==> src/rtl/change_payout_if.sv <==
// -----------------------------------------------------------------------------
// change_payout_if
//
// Purpose:
//    Groups the controller-side and hopper-side signals of the change payout
//    block so that the block, the controller and a bench share one bundle.
//
// Handshake semantics (hopper side, four-phase req/ack):
//    1. The payout raises coin_req with coin set to the requested denomination.
//       coin does not change while coin_req is high.
//    2. The hopper ejects one coin and raises coin_ack. The coin counts as paid
//       in the first cycle the payout sees coin_ack high while coin_req is high.
//    3. The payout drops coin_req and drives coin back to 2'b00.
//    4. The hopper drops coin_ack. Only then may a new request be raised.
//    Controller side: load is a single-cycle strobe. change is sampled only in
//    the cycle load is high and the payout is idle.
//
// Signals:
//    change     controller -> payout   amount to pay in kurus
//    load       controller -> payout   start strobe
//    tl_empty   hopper     -> payout   1 TL tube empty
//    coin_ack   hopper     -> payout   hopper acknowledge
//    coin       payout     -> hopper   2'b01 = 50 kurus, 2'b10 = 1 TL, 2'b00 none
//    coin_req   payout     -> hopper   hopper request
//    busy       payout     -> controller
//    remaining  payout     -> controller  amount still to pay
//    done       payout     -> controller  one-cycle completion pulse
//    error      payout     -> controller  one-cycle reject pulse
//    fault      payout     -> controller  sticky handshake timeout flag
// -----------------------------------------------------------------------------
interface change_payout_if #(
   parameter int VALUE_W = 10
);
   logic [VALUE_W-1:0] change;
   logic               load;
   logic               tl_empty;
   logic               coin_ack;
   logic [1:0]         coin;
   logic               coin_req;
   logic               busy;
   logic [VALUE_W-1:0] remaining;
   logic               done;
   logic               error;
   logic               fault;

   // Controller/hopper side (drives the payout inputs).
   modport master (
      output change,
      output load,
      output tl_empty,
      output coin_ack,
      input  coin,
      input  coin_req,
      input  busy,
      input  remaining,
      input  done,
      input  error,
      input  fault
   );

   // Payout block side.
   modport slave (
      input  change,
      input  load,
      input  tl_empty,
      input  coin_ack,
      output coin,
      output coin_req,
      output busy,
      output remaining,
      output done,
      output error,
      output fault
   );
endinterface

==> src/rtl/change_payout.sv <==
// -----------------------------------------------------------------------------
// change_payout
//
// Purpose:
//    Pays out a change amount (in kurus) as a sequence of coins through a
//    four-phase req/ack hopper handshake. The largest coin that fits is chosen
//    first (1 TL), falling back to 50 kurus when the 1 TL tube is empty.
//    Amounts that are not multiples of 50 are rejected with an error pulse.
//    Each handshake phase is guarded by a timeout; expiry parks the block in a
//    FAULT state that only reset leaves.
//
// Parameters:
//    ACK_TIMEOUT  cycles allowed per handshake phase (ack rise, ack fall)
//    VALUE_W      width of change/remaining; must match the interface
//
// Ports:
//    clk        system clock, rising edge
//    rst        asynchronous active-low reset
//    bus        change_payout_if slave modport (controller + hopper signals)
//    dbg_state  current FSM state encoding:
//               0 IDLE, 1 CHECK, 2 SELECT, 3 REQ, 4 RELEASE, 5 FIN, 6 FAULT
// -----------------------------------------------------------------------------
module change_payout #(
   parameter int ACK_TIMEOUT = 1000,
   parameter int VALUE_W     = 10
) (
   input  logic                 clk,
   input  logic                 rst,
   change_payout_if.slave       bus,
   output logic [2:0]           dbg_state
);

   typedef enum logic [2:0] {
      S_IDLE    = 3'd0,
      S_CHECK   = 3'd1,
      S_SELECT  = 3'd2,
      S_REQ     = 3'd3,
      S_RELEASE = 3'd4,
      S_FIN     = 3'd5,
      S_FAULT   = 3'd6
   } state_t;

   localparam int                 CNT_W    = $clog2(ACK_TIMEOUT + 1);
   // Last counter value before a phase is declared timed out; the counter is
   // zero in the first cycle of a phase, so ACK_TIMEOUT cycles are allowed.
   localparam logic [CNT_W-1:0]   CNT_LAST = CNT_W'(ACK_TIMEOUT - 1);
   localparam logic [VALUE_W-1:0] V_50     = VALUE_W'(50);
   localparam logic [VALUE_W-1:0] V_100    = VALUE_W'(100);
   localparam logic [1:0]         COIN_NONE = 2'b00;
   localparam logic [1:0]         COIN_50   = 2'b01;
   localparam logic [1:0]         COIN_100  = 2'b10;

   state_t             state_q,     state_d;
   logic [VALUE_W-1:0] remaining_q, remaining_d;
   logic [1:0]         coin_q,      coin_d;
   logic [CNT_W-1:0]   cnt_q,       cnt_d;

   logic               not_mult50;
   logic [VALUE_W-1:0] coin_value;

   // remaining holds the freshly latched change while in CHECK.
   assign not_mult50 = (remaining_q % V_50) != '0;
   assign coin_value = (coin_q == COIN_100) ? V_100 : V_50;

   // --------------------------------------------------------------------------
   // State and datapath registers
   // --------------------------------------------------------------------------
   always_ff @(posedge clk or negedge rst) begin
      if (!rst) begin
         state_q     <= S_IDLE;
         remaining_q <= '0;
         coin_q      <= COIN_NONE;
         cnt_q       <= '0;
      end else begin
         state_q     <= state_d;
         remaining_q <= remaining_d;
         coin_q      <= coin_d;
         cnt_q       <= cnt_d;
      end
   end

   // --------------------------------------------------------------------------
   // Next-state and datapath logic
   // --------------------------------------------------------------------------
   always_comb begin
      state_d     = state_q;
      remaining_d = remaining_q;
      coin_d      = coin_q;
      cnt_d       = cnt_q;

      unique case (state_q)
         S_IDLE: begin
            cnt_d = '0;
            if (bus.load) begin
               remaining_d = bus.change;
               state_d     = S_CHECK;
            end
         end

         S_CHECK: begin
            if (not_mult50) begin
               remaining_d = '0;
               state_d     = S_IDLE;
            end else if (remaining_q == '0) begin
               state_d = S_FIN;
            end else begin
               state_d = S_SELECT;
            end
         end

         S_SELECT: begin
            // tl_empty is only looked at here, so it cannot disturb a coin
            // that is already being requested.
            if ((remaining_q >= V_100) && !bus.tl_empty) begin
               coin_d = COIN_100;
            end else begin
               coin_d = COIN_50;
            end
            cnt_d   = '0;
            state_d = S_REQ;
         end

         S_REQ: begin
            // An ack already high on entry is taken as the acknowledge.
            if (bus.coin_ack) begin
               remaining_d = remaining_q - coin_value;
               cnt_d       = '0;
               state_d     = S_RELEASE;
            end else if (cnt_q == CNT_LAST) begin
               state_d = S_FAULT;
            end else begin
               cnt_d = cnt_q + 1'b1;
            end
         end

         S_RELEASE: begin
            if (!bus.coin_ack) begin
               cnt_d   = '0;
               state_d = (remaining_q == '0) ? S_FIN : S_SELECT;
            end else if (cnt_q == CNT_LAST) begin
               state_d = S_FAULT;
            end else begin
               cnt_d = cnt_q + 1'b1;
            end
         end

         S_FIN: begin
            state_d = S_IDLE;
         end

         S_FAULT: begin
            // Parked until reset; remaining is left frozen for diagnosis.
            state_d = S_FAULT;
         end

         default: begin
            state_d = S_IDLE;
         end
      endcase
   end

   // --------------------------------------------------------------------------
   // Outputs (decoded from registered state)
   // --------------------------------------------------------------------------
   always_comb begin
      bus.coin      = COIN_NONE;
      bus.coin_req  = 1'b0;
      bus.busy      = 1'b0;
      bus.remaining = remaining_q;
      bus.done      = 1'b0;
      bus.error     = 1'b0;
      bus.fault     = 1'b0;

      unique case (state_q)
         S_IDLE: begin
         end
         S_CHECK: begin
            // A rejected load never shows busy; the error pulse is the only
            // visible reaction.
            bus.busy  = !not_mult50;
            bus.error = not_mult50;
         end
         S_SELECT: begin
            bus.busy = 1'b1;
         end
         S_REQ: begin
            bus.busy     = 1'b1;
            bus.coin_req = 1'b1;
            bus.coin     = coin_q;
         end
         S_RELEASE: begin
            bus.busy = 1'b1;
         end
         S_FIN: begin
            bus.done = 1'b1;
         end
         S_FAULT: begin
            bus.busy  = 1'b1;
            bus.fault = 1'b1;
         end
         default: begin
         end
      endcase
   end

   assign dbg_state = state_q;

endmodule

==> src/flat_wrapper.sv <==
// flat-port wrapper written by rule: the top's interface ports become plain ports
module change_payout_flat 
#(
   parameter int ACK_TIMEOUT = 1000,
   parameter int VALUE_W     = 10
)
  (clk, rst, dbg_state, bus_change, bus_load, bus_tl_empty, bus_coin_ack, bus_coin, bus_coin_req, bus_busy, bus_remaining, bus_done, bus_error, bus_fault);
  change_payout_if #(.VALUE_W(VALUE_W)) bus_i ();
  input  logic clk;
  input  logic rst;
  output logic [2:0] dbg_state;
  input wire logic [$bits(bus_i.change)-1:0] bus_change;
  input wire logic [$bits(bus_i.load)-1:0] bus_load;
  input wire logic [$bits(bus_i.tl_empty)-1:0] bus_tl_empty;
  input wire logic [$bits(bus_i.coin_ack)-1:0] bus_coin_ack;
  output wire logic [$bits(bus_i.coin)-1:0] bus_coin;
  output wire logic [$bits(bus_i.coin_req)-1:0] bus_coin_req;
  output wire logic [$bits(bus_i.busy)-1:0] bus_busy;
  output wire logic [$bits(bus_i.remaining)-1:0] bus_remaining;
  output wire logic [$bits(bus_i.done)-1:0] bus_done;
  output wire logic [$bits(bus_i.error)-1:0] bus_error;
  output wire logic [$bits(bus_i.fault)-1:0] bus_fault;
  assign bus_i.change = bus_change;
  assign bus_i.load = bus_load;
  assign bus_i.tl_empty = bus_tl_empty;
  assign bus_i.coin_ack = bus_coin_ack;
  assign bus_coin = bus_i.coin;
  assign bus_coin_req = bus_i.coin_req;
  assign bus_busy = bus_i.busy;
  assign bus_remaining = bus_i.remaining;
  assign bus_done = bus_i.done;
  assign bus_error = bus_i.error;
  assign bus_fault = bus_i.fault;
  change_payout #(.ACK_TIMEOUT(ACK_TIMEOUT), .VALUE_W(VALUE_W)) u_core (.clk(clk), .rst(rst), .bus(bus_i), .dbg_state(dbg_state));
endmodule
==> config.mk <==
export PLATFORM = sky130hd
export DESIGN_NAME = change_payout_flat
export DESIGN_NICKNAME = d
export VERILOG_FILES = /design/src/rtl/change_payout_if.sv /design/src/rtl/change_payout.sv /design/src/flat_wrapper.sv
export SDC_FILE = /design/constraint.sdc
export NUM_CORES = 1
export LEC_CHECK = 0
export ABC_AREA = 1
export BUFFER_PORTS_ARGS = -buffer_cell sky130_fd_sc_hd__buf_2
export CAP_MARGIN = 20
export CORE_ASPECT_RATIO = 0.8
export CORE_MARGIN = 4
export CORE_UTILIZATION = 59
export CTS_CLUSTER_SIZE = 14
export DETAILED_ROUTE_END_ITERATION = 7
export PLACE_DENSITY = 0.91
export SLEW_MARGIN = 20
export SYNTH_ARGS = -nofsm -noshare
export SYNTH_HDL_FRONTEND = slang
export SYNTH_SLANG_ARGS = --single-unit
export TNS_END_PERCENT = 100
==> constraint.sdc <==
create_clock -name clk -period 5.4 [get_ports clk]
set_input_delay 1.08 -clock clk [delete_from_list [all_inputs] [get_ports clk]]
set_output_delay 1.08 -clock clk [all_outputs]
set_load 0.02 [all_outputs]
==> flow_summary.toml <==
[setup_path]
startpoint_type = "flop"
regToRegStartpoint = "u_core.bus.remaining[5]"
crit_type = "reg -> out"
crit_start = "u_core.bus.remaining[5]"
critPathRequiredTime_ns = 4.32
cp_max_fo = 9
max_stage_delay_ns = 0.49
cp_common_cell = "nand2_1"
r2r_slack_ns = 1.62
end_kind = "primary output"
arrival_ns = 3.79
cp_slowest_cell = "dfrtp_2"

[synthesis]
yosys-top-cells-area = "dfrtp_1, nand2_1, inv_1"
synth_top_area_cell = "dfrtp_1"
ys_seq_elements = 25
yosys.area.top_type_share_pct = 24.0
ys.flop_type = "dfrtp_1"
async_flop_share_pct = 100
synth_commonest_cells = "nand2_1, inv_1, nor2_1"
ys_seq_area_share_pct = 24.0
ys_types = 42
syn_avg_cell_area_sq_um = 6.44
synth.most_common_cell = "nand2_1"
synth-edff-count = 0
synthCells = 405
synth_warnings = 0
synthesis.nets = 428
syn-cell-area_sq_um = 2610

[min_path]
hp-class = "reg -> reg"
hold_path.startpoint = "u_core.cnt_q[2]"

[timing]
rsz0062_at_grt = "false"
max_freq_mhz = 205
fin_crit_ns = 4.87
finClkSkew_ns = 0.00346
hold_violations = 0
drv_slew = 0
worst_pin_slew_ns = 0.676
finalCritPeriodShare_pct = 90.2
setup_viol = 0
fin_worst_hold_slack_ns = 0.490
maxSlewHeadroom_pct = 54.5
fin_tns_setup_ns = 0

[cells_and_area]
syn2layout_area_growth_pct = 9.98
design_area_sq_um = 2870
fin_nets = 463
drive_above_1_share_pct = 22.1
antenna_cells = 0

[global_routing]
antenna_found_initial = 0
overflow = 0
grt_first_pass_wirelength_um = 11500
grt_start_max_net_pins = 26
track_usage_pct = 26.2
grt_pass1_vias = 2660

[routing]
drc = 0
drt_iter0_drc = 249
via_per_inst = 5.69
antenna_left = 0
wl_um = 6750
first_pass_iters = 5
dr_total_vias = 2820
routedWlPerCell_um = 13.6

[placed_design]
gp_congestion = 0.932
hpwl_um = 5200
portBuffers = 34
placed_area_sq_um = 2790

[clocking]
numCtsBuffers = 3
path_clk_slew_ns = 0.09
cts_root_buf = "clkbuf_8"
clockBufferDepth = 2
clk-insertion-delay-late_ns = 0.27
cts_tree = "yes"
h-tree-depth = 1
cts.sinks = 25

[floorplanning]
floorplan.initialDensity_pct = 61.6
rows = 21
die_h_um = 67.5
die_w_um = 82.3
num_io_pins = 35
dieArea_sq_um = 5550
core-area_sq_um = 4230

[run_status]
outcome = "finished clean"

[job]
cap_violations = 0
final cells by class:
| class | instances | area (sq um) |
|---|---|---|
| clock buffer | 3 | 41.3 |
| clock inverter | 1 | 7.51 |
| fill | 381 | 1360 |
| inverter | 67 | 251 |
| multi-input combinational | 306 | 1670 |
| sequential | 25 | 631 |
| tap | 57 | 71.3 |
| timing repair buffer | 37 | 193 |
flip-flops by register name, summed over array words and instances (netlist names):
name                  flops
u_core.bus.remaining     10
u_core.dbg_state          3
u_core.coin_q             2
u_core.cnt_q             10
path summary, 6_finish.rpt:
kind	end	depth (start not counted)
max	bus_busy	27
max in group asynchronous	u_core.bus.remaining[5]	1
min reg2reg	u_core.cnt_q[2]	1
min	u_core.cnt_q[2]	1
max reg2reg	u_core.bus.remaining[5]	29
min in group asynchronous	u_core.cnt_q[6]	1
through the flow:
| stage | std cells | setup WS [ns] | utilization (%) |
|---|---|---|---|
| finish | 496 | 0.529 | 67.8 |
| CTS | 493 | 0.265 | 67.1 |
| global placement | 489 | 0.785 | 66.0 |
| floorplan | 405 | 0.959 | - |
| global route | 496 | 0.183 | 67.8 |
| detailed placement | 489 | 0.583 | 66.0 |
repair_timing:
item,CTS,global route
endpoints found under the setup margin,0,1
hold buffers,0,0
gates resized for setup,0,4
setup buffers,0,3
metal layers:
layer	track usage (%)	wire length, um	vias up
met4	6.43	74	0
li1	-	-	1375
met2	44.6	3230	127
met3	2.00	481	10
met1	36.1	2960	1308
met5	0	0	-
cells by family (layout without fill, tap and decap cells):
kind of cell	count (synthesis)	in the layout	share of synthesized area, %
buffers and inverters	74	108	11.9
adder cells (fa/ha/maj)	8	8	4.13
XOR/XNOR	4	4	1.34
flip-flops	25	25	24.0
AND/OR/NAND/NOR	237	237	45.6
AO/OA/AOI/OAI	57	57	13.1
layout by cell type (no fill, tap or decap), drive strengths merged:
cell type,n
nand2,121
inv,66
nor2,53
nand3,47
buf,37
dfrtp,25
o21ai,23
a21oi,19
nand4,10
ha,7
nor3,4
xor2,4
a31oi,3
clkbuf,3
o211ai,2
nor4,2
a21o,1
a21boi,1
clkinv,1
o221ai,1
a211oi,1
o21bai,1
o311ai,1
a211o,1
a32o,1
a31o,1
o22ai,1
fa,1
clkinvlp,1
worst max-delay path: cells and delay by family, from the launching register on:
kind / cells / cell delay [ns]
adders and majority gates: 1 / 0.20
AOI/OAI and AO/OA: 2 / 0.31
and+or+nand+nor: 20 / 2.09
DFF: 1 / 0.49
buffers and inverters: 4 / 0.42
Power is left out: the tool's default activity adds up to more than one toggle a clock period on the data nets, which glitch-free logic cannot reach.
